**config.mk**
```make
export PLATFORM = sky130hd
export DESIGN_NAME = ps2_host_tx
export DESIGN_NICKNAME = d
export VERILOG_FILES = /design/src/rtl/ps2_host_tx.sv
export SDC_FILE = /design/constraint.sdc
export NUM_CORES = 1
export LEC_CHECK = 0
export ABC_AREA = 1
export ABC_CLOCK_PERIOD_IN_PS = 2300
export BUFFER_PORTS_ARGS = -buffer_cell sky130_fd_sc_hd__buf_2
export CORE_ASPECT_RATIO = 0.6
export CORE_UTILIZATION = 45
export DETAILED_ROUTE_END_ITERATION = 7
export GPL_TIMING_DRIVEN = 0
export PLACE_DENSITY_LB_ADDON = 0.2
export SYNTH_ARGS = -nofsm -noshare
export SYNTH_HDL_FRONTEND = slang
export SYNTH_SLANG_ARGS = --single-unit
export TNS_END_PERCENT = 5
```
**constraint.sdc**
```tcl
create_clock -name clk -period 2.3 [get_ports clk]
set_input_delay 0 -clock clk [delete_from_list [all_inputs] [get_ports clk]]
set_output_delay 0 -clock clk [all_outputs]
set_load 0.1 [all_outputs]
```
**src/rtl/ps2_host_tx.sv**
```systemverilog
// PS/2 host-to-device transmitter. It pulls the clock low to request to send, then shifts
// out start, data, parity and stop bits, checks the device ACK, and times out the frame.
module ps2_host_tx #(
    parameter int CLKS_INHIBIT = 1600,
    parameter int CLKS_TIMEOUT = 240000
) (
    input  logic       clk,
    input  logic       reset_n,
    input  logic [7:0] tx_data,
    input  logic       tx_start,
    input  logic       ps2_clk_in,
    input  logic       ps2_data_in,
    output logic       ps2_clk_oe,
    output logic       ps2_data_oe,
    output logic       busy,
    output logic       done,
    output logic       error
);

    typedef enum logic [2:0] {
        S_IDLE,
        S_INHIBIT,
        S_REQ,
        S_SHIFT,
        S_ACK,
        S_WAIT_REL,
        S_FINISH
    } state_t;

    localparam int INH_W = $clog2(CLKS_INHIBIT + 1);
    localparam int TO_W  = $clog2(CLKS_TIMEOUT + 1);
    localparam logic [INH_W-1:0] INH_DATA = INH_W'(CLKS_INHIBIT - 2);
    localparam logic [INH_W-1:0] INH_LAST = INH_W'(CLKS_INHIBIT - 1);
    // The counter restarts in the cycle after REQ, so this match puts FINISH
    // exactly CLKS_TIMEOUT cycles after REQ.
    localparam logic [TO_W-1:0]  TO_LAST  = TO_W'(CLKS_TIMEOUT - 2);
    localparam logic [TO_W-1:0]  TO_MAX   = TO_W'(CLKS_TIMEOUT);

    state_t           r_state;
    logic [7:0]       r_shift;
    logic             r_parity;
    logic [3:0]       r_bit_cnt;
    logic [INH_W-1:0] r_inh_cnt;
    logic [TO_W-1:0]  r_to_cnt;
    logic             r_clk_oe;
    logic             r_data_oe;
    logic             r_busy;
    logic             r_done;
    logic             r_error;

    logic r_clk_s1, r_clk_s2, r_clk_prev;
    logic r_data_s1, r_data_s2;

    logic w_fall;
    logic w_timed;
    logic w_timeout;

    // NOTE: synchroniser flops reset to 1 because an idle open-drain line reads high.
    always_ff @(posedge clk or negedge reset_n) begin
        if (!reset_n) begin
            r_clk_s1   <= 1'b1;
            r_clk_s2   <= 1'b1;
            r_clk_prev <= 1'b1;
            r_data_s1  <= 1'b1;
            r_data_s2  <= 1'b1;
        end else begin
            r_clk_s1   <= ps2_clk_in;
            r_clk_s2   <= r_clk_s1;
            r_clk_prev <= r_clk_s2;
            r_data_s1  <= ps2_data_in;
            r_data_s2  <= r_data_s1;
        end
    end

    assign w_fall    = r_clk_prev & ~r_clk_s2;
    assign w_timed   = (r_state == S_SHIFT) || (r_state == S_ACK) || (r_state == S_WAIT_REL);
    assign w_timeout = w_timed && (r_to_cnt == TO_LAST);

    // NOTE: every output is a register set on the transition into the state that owns it,
    // so each change is scheduled one cycle ahead of where it must be visible.
    always_ff @(posedge clk or negedge reset_n) begin
        if (!reset_n) begin
            r_state   <= S_IDLE;
            r_shift   <= '0;
            r_parity  <= 1'b0;
            r_bit_cnt <= '0;
            r_inh_cnt <= '0;
            r_to_cnt  <= '0;
            r_clk_oe  <= 1'b0;
            r_data_oe <= 1'b0;
            r_busy    <= 1'b0;
            r_done    <= 1'b0;
            r_error   <= 1'b0;
        end else begin
            r_done  <= 1'b0;
            r_error <= 1'b0;
            if (w_timed && (r_to_cnt != TO_MAX)) begin
                r_to_cnt <= r_to_cnt + 1'b1;
            end

            if (w_timeout) begin
                // A falling edge in this same cycle is deliberately dropped.
                r_clk_oe  <= 1'b0;
                r_data_oe <= 1'b0;
                r_busy    <= 1'b0;
                r_error   <= 1'b1;
                r_state   <= S_FINISH;
            end else begin
                case (r_state)
                    S_IDLE: begin
                        if (tx_start) begin
                            r_shift   <= tx_data;
                            r_parity  <= ~^tx_data;
                            r_bit_cnt <= '0;
                            r_inh_cnt <= '0;
                            r_to_cnt  <= '0;
                            r_clk_oe  <= 1'b1;
                            r_busy    <= 1'b1;
                            r_state   <= S_INHIBIT;
                        end
                    end
                    S_INHIBIT: begin
                        if (r_inh_cnt != INH_LAST) begin
                            r_inh_cnt <= r_inh_cnt + 1'b1;
                        end
                        if (r_inh_cnt == INH_DATA) begin
                            r_data_oe <= 1'b1;
                        end
                        if (r_inh_cnt == INH_LAST) begin
                            r_clk_oe <= 1'b0;
                            r_state  <= S_REQ;
                        end
                    end
                    S_REQ: begin
                        r_to_cnt <= '0;
                        r_state  <= S_SHIFT;
                    end
                    S_SHIFT: begin
                        if (w_fall) begin
                            r_bit_cnt <= r_bit_cnt + 1'b1;
                            if (r_bit_cnt < 4'd8) begin
                                r_data_oe <= ~r_shift[r_bit_cnt[2:0]];
                            end else if (r_bit_cnt == 4'd8) begin
                                r_data_oe <= ~r_parity;
                            end else begin
                                r_data_oe <= 1'b0;
                                r_state   <= S_ACK;
                            end
                        end
                    end
                    S_ACK: begin
                        if (w_fall) begin
                            if (!r_data_s2) begin
                                r_state <= S_WAIT_REL;
                            end else begin
                                r_busy  <= 1'b0;
                                r_error <= 1'b1;
                                r_state <= S_FINISH;
                            end
                        end
                    end
                    S_WAIT_REL: begin
                        if (r_clk_s2 && r_data_s2) begin
                            r_busy  <= 1'b0;
                            r_done  <= 1'b1;
                            r_state <= S_FINISH;
                        end
                    end
                    S_FINISH: begin
                        r_state <= S_IDLE;
                    end
                    default: begin
                        r_state <= S_IDLE;
                    end
                endcase
            end
        end
    end

    assign ps2_clk_oe  = r_clk_oe;
    assign ps2_data_oe = r_data_oe;
    assign busy        = r_busy;
    assign done        = r_done;
    assign error       = r_error;

endmodule

```
=== After elaboration in Yosys (flattened, before gate mapping) ===
Cells that the tools add are included.

* Flip-flop bits (word level): 55
* Output and inout port bits: 5
* Logic and storage cells: 112

* Add/sub/neg operators: 3
* Order comparisons: 2
* Equal/unequal tests: 23
* Multiplexer cells: 44
* Bitwise operators: 5
* Reduce and logical (&&, ||, !) cells: 19

{| class="wikitable"
|+ Operators by type and width
! kind !! count
|-
| 2-to-1 mux 18 bit || 3
|-
| one-hot mux 18 bit (2 select lines) || 1
|-
| 2-to-1 mux 3 bit || 8
|-
| inequality test 3 bit, second input constant || 8
|-
| equality test 11 bit, second input constant || 2
|-
| 2-to-1 mux 11 bit || 2
|-
| one-hot mux 11 bit (2 select lines) || 1
|-
| 2-to-1 mux 1 bit || 20
|-
| adder 18 x 1 -> 18 bit, second input constant || 1
|-
| equality test 18 bit, second input constant || 1
|-
| inequality test 18 bit, second input constant || 1
|-
| one-hot mux 3 bit (6 select lines) || 1
|-
| adder 11 x 1 -> 11 bit, second input constant || 1
|-
| inequality test 11 bit, second input constant || 1
|-
| AND reduction 3 bit || 3
|-
| 2-to-1 mux 4 bit || 2
|-
| one-hot mux 4 bit (2 select lines) || 1
|-
| AND reduction 4 bit || 2
|-
| XNOR reduction 8 bit || 1
|-
| AND reduction 7 bit || 1
|-
| equality test 3 x 2 -> 1 bit, second input constant || 2
|-
| equality test 3 bit, second input constant || 2
|-
| inequality test 2 bit, second input constant || 3
|-
| nonzero test 3 bit || 2
|-
| 18 further kinds || 26
|}

=== Logic depth before layout (Yosys ltp) ===
* Word-level depth: 8
* Mapped depth: 12

=== Least setup slack after synthesis ===
No wires, ideal clock.

* Kind: reg-to-reg
* Start: reg r_bit_cnt[0]
* End: reg r_state[0]
* Library setup time: 0.118 ns
* Data arrival time: 1.543 ns
* Path slack: 0.639 ns
* Stages on the path, launching flop included: 10
* Path through: dfrtp_1 clkbuf_1 inv_1 ha_1 a21oi_1 o22ai_1 o21ai_1 nand3_1 nand2_1 nand2_1

* Longest elaborated chain between the ends: 3

{| class="wikitable"
|+ RTL lines
! item !! RTL line !! source
|-
| from (decl) || 42 || <nowiki>logic [3:0] r_bit_cnt;</nowiki>
|-
| from (signal assigned) || 140 || <nowiki>r_bit_cnt <= r_bit_cnt + 1'b1;</nowiki>
|-
| < comparator 4 bit or equality test 4 bit (tied branches) || 141, 143 ||
|-
| inequality test 3 bit (no source line) || - ||
|-
| AND reduction 7 bit (no source line) * || - ||
|-
| to (signal assigned) || 136 || <nowiki>r_state <= S_SHIFT;</nowiki>
|-
| to (signal assigned) || 147 || <nowiki>r_state <= S_ACK;</nowiki>
|-
| to (signal assigned) || 154 || <nowiki>r_state <= S_WAIT_REL;</nowiki>
|-
| to (decl) || 39 || <nowiki>state_t r_state;</nowiki>
|}

Every way passes the cells marked *; elsewhere a longest branch is shown, timed or not.
A chain may end at the register's enable or synchronous reset.

=== Worst setup path after layout ===
Ends and elaborated chain as after synthesis.

==> results.ini <==
[status]
run_status = complete, no violations

[synthesis]
synth_top_family_by_area = simple AND/OR/NAND/NOR gates
synth.ff_latch_count = 55
synth-simple-area-share_pct = 34.2
synth.top_cells.by_area = dfrtp_1, nand2_1, inv_1
yosys_warnings = 0
post_synth_mux_area_share_pct = 1.65
synth_top_cell_area_share_pct = 36.8
netlist_instances = 462
yosys.area_share.xor_xnor_pct = 4.38
synth.largest_area_cell = dfrtp_1
postSynthNetCount = 482
yosys_cell_types = 39
synth_area_um2 = 3400
share_of_the_synthesized_area_in_compound_gates_ao_oa_aoi_oai_pct = 8.86
post_synth_fa_ha_maj_area_fraction_pct = 2.57
seq_area_frac_synth_pct = 40.6
avgSynthCellArea_um2 = 7.37

[cells_and_area]
drive_gt1_share_pct = 14.3
layout_commonest_cell = nand2_1
layout-area-overhead-vs-synth_pct = 14.6
insertedDiodeCount = 0
layout.cells.most_common_list = nand2_1, dfrtp_1, inv_1, nor2_1, nand3_1
fillerInstances = 676
nets = 517

[setup_path]
depth_of_the_most_critical_reg_to_reg_path = 9
worstSetupEndpoint = r_state[0]$_DFFE_PN0P_
crit_required_ps = 2490
critPathArrivalTime_ps = 2150
r2r_end = r_state[0]$_DFFE_PN0P_
timing.critical_path.from_type = flip-flop
crit_path_end_kind = flip-flop
ff2ff_setup_slack_ps = 350
rr_startpoint = r_bit_cnt[0]$_DFFE_PN0P_
setup.worst_path.start = r_bit_cnt[0]$_DFFE_PN0P_
worst-setup-path-type = reg -> reg
timing.critical_path.fanout_max = 10

[detailed_routing]
post-route-drc-count = 0
detail_route.wl_per_cell_um = 12.7
dr_total_vias = 2982
drtAntennaViolNets = 0
dr.pass1.iters = 5
drt-vias-per-instance = 4.95
dr.first_iter.drc_count = 231
routed_wl_um = 7660

[timing]
post-route-period-util_pct = 85.0
worst_hold_slack_ps = 57.0
fmaxAchievable_ghz = 0.512
rsz_0062_raised_after_global_routing = no
tns_ps = 0
fin_skew_ps = 5.03
timing_hold_violations_final = 0
slew_viols_final = 0
worstMarginPinSlew_ps = 711
slew_headroom_pct = 52.6
report.final.setup_viol = 0
finalWorstPathRequiredPeriod_ps = 1950

[clocking]
cts_num_sinks = 55
worst_skew_pair.late_latency_ps = 300
post-cts-setup-buffer-count = 0
cts-htree-levels = 2
cts_buffer_depth = 2
tritoncts = yes
post_cts_resize_count = 0
tritoncts.num_buffers = 5
root_buffer = clkbuf_16
clock_edge_transition_at_the_registers_on_the_reported_setup_and_hold_paths_ps = 70

[job]
maxCapViolCount = 0

[place]
portbufs = 17
gpl.final_weighted_congestion = 0.858
dp_hpwl_um = 5730

[floorplan]
coreArea_um2 = 7300
boundaryPins = 18
chipHeight_um = 69.4
start_util_pct = 46.6
floorplan.die.width_um = 114
fp.dieArea_um2 = 7930
placementRows = 24

[worst_hold_path]
whs_path_depth = 4
hold_class = in -> reg

[pwr]
power_density_nw_per_um2 = 986
p_leak_uw = 0.00182
ir_worst_vdd_mv = 0.577

[global_route]
grt_pass1_wl_um = 13400
largest_net_degree_at_the_start_of_global_routing = 56
gr-usage-all-layers_pct = 21.8
via_count_of_the_first_global_routing_pass = 2713
antenna_found_initial = 0
gr-total-overflow = 0

[flip-flops by register name (all words and copies together) (netlist names), 3 cells and up]
name / count
r_bit_cnt: 4
r_inh_cnt: 11
r_shift: 8
r_state: 3
r_to_cnt: 18
[stage by stage]
step	area [um^2]	setup slack, ps	util (%)	total power [uW]	std cells
3_5_place_dp	3620	342	49.6	2960	583
3_3_place_gp	3620	375	49.6	2930	583
5_1_grt	3900	180	53.4	4130	602
6_report	3900	346	53.4	3840	602
2_1_floorplan	3400	639	-	2570	462
4_1_cts	3890	334	53.3	3860	601
[cells by family (layout without fill, tap and decap cells)]
logic type      count (synthesis)  in the layout
mux                             5              5
flops                          55             55
compound gates                 54             54
simple gates                  261            261
fa+ha+maj                       7              7
buf+inv                        63             99
xor+xnor                       17             17
[where the power goes]
| part | leakage [uW] | total (uW) | switching (uW) | internal, uW |
|---|---|---|---|---|
| Combinational | 0.00103 | 1670 | 1160 | 517 |
| Sequential | 0.000713 | 1280 | 134 | 1150 |
| Clock | 0.0000838 | 887 | 372 | 515 |
[critical path, stage by stage (launching register included)]
cell	delay, ps
dfrtp_1	350
clkbuf_1	340
inv_1	140
ha_1	240
a21oi_1	160
o22ai_1	90
o21ai_1	260
nand3_1	140
nand2_1	80
nand2_1	50
[cell usage after synthesis (all sizes together)]
cell type / count
nor4: 1
o22ai: 1
xor2: 9
a21oi: 20
inv: 55
or2: 1
o21ai: 28
o31ai: 1
nand3: 35
nand3b: 1
ha: 7
nor3b: 2
dfstp: 5
mux2: 5
o211ai: 1
a22oi: 1
buf: 7
nor3: 8
clkbuf: 1
a31oi: 1
nand2: 147
nor2: 56
xnor2: 8
dfrtp: 50
a21boi: 1
nand4: 10
[cell type report]
class	count	area [um^2]	area share, %
Sequential cell	55	1380	35.5
Clock buffer	5	125	3.21
Buffer	8	56.3	1.44
Clock inverter	3	43.8	1.12
Timing Repair Buffer	28	198	5.07
Tap cell	104	130	3.34
Multi-Input combinational cell	344	1760	45.1
Inverter	55	206	5.29
[worst min-delay path by stage]
stage / from / endpoint
after global placement: ps2_clk_in / r_clk_s1$_DFF_PN1_
after CTS: reset_n / r_to_cnt[10]$_DFF_PN0_
final: tx_start / r_to_cnt[15]$_DFF_PN0_
after global routing: tx_start / r_to_cnt[17]$_DFF_PN0_
after detailed placement: ps2_data_in / r_data_s1$_DFF_PN1_
after floorplan: reset_n / busy$_DFFE_PN0P_
[what timing repair did]
action                                  CTS  global route
endpoints found under the setup margin    0             0
hold endpoints to repair                 10            50
hold buffers                             10             1
[layer usage]
layer / share of wire (%) / GRT usage [%]
met5: 0 / 0
met4: 1.2 / 6.49
met3: 5.0 / 4.20
met2: 38 / 27.9
met1: 56 / 35.8
No activity file was read; power rests on OpenSTA's default activity.
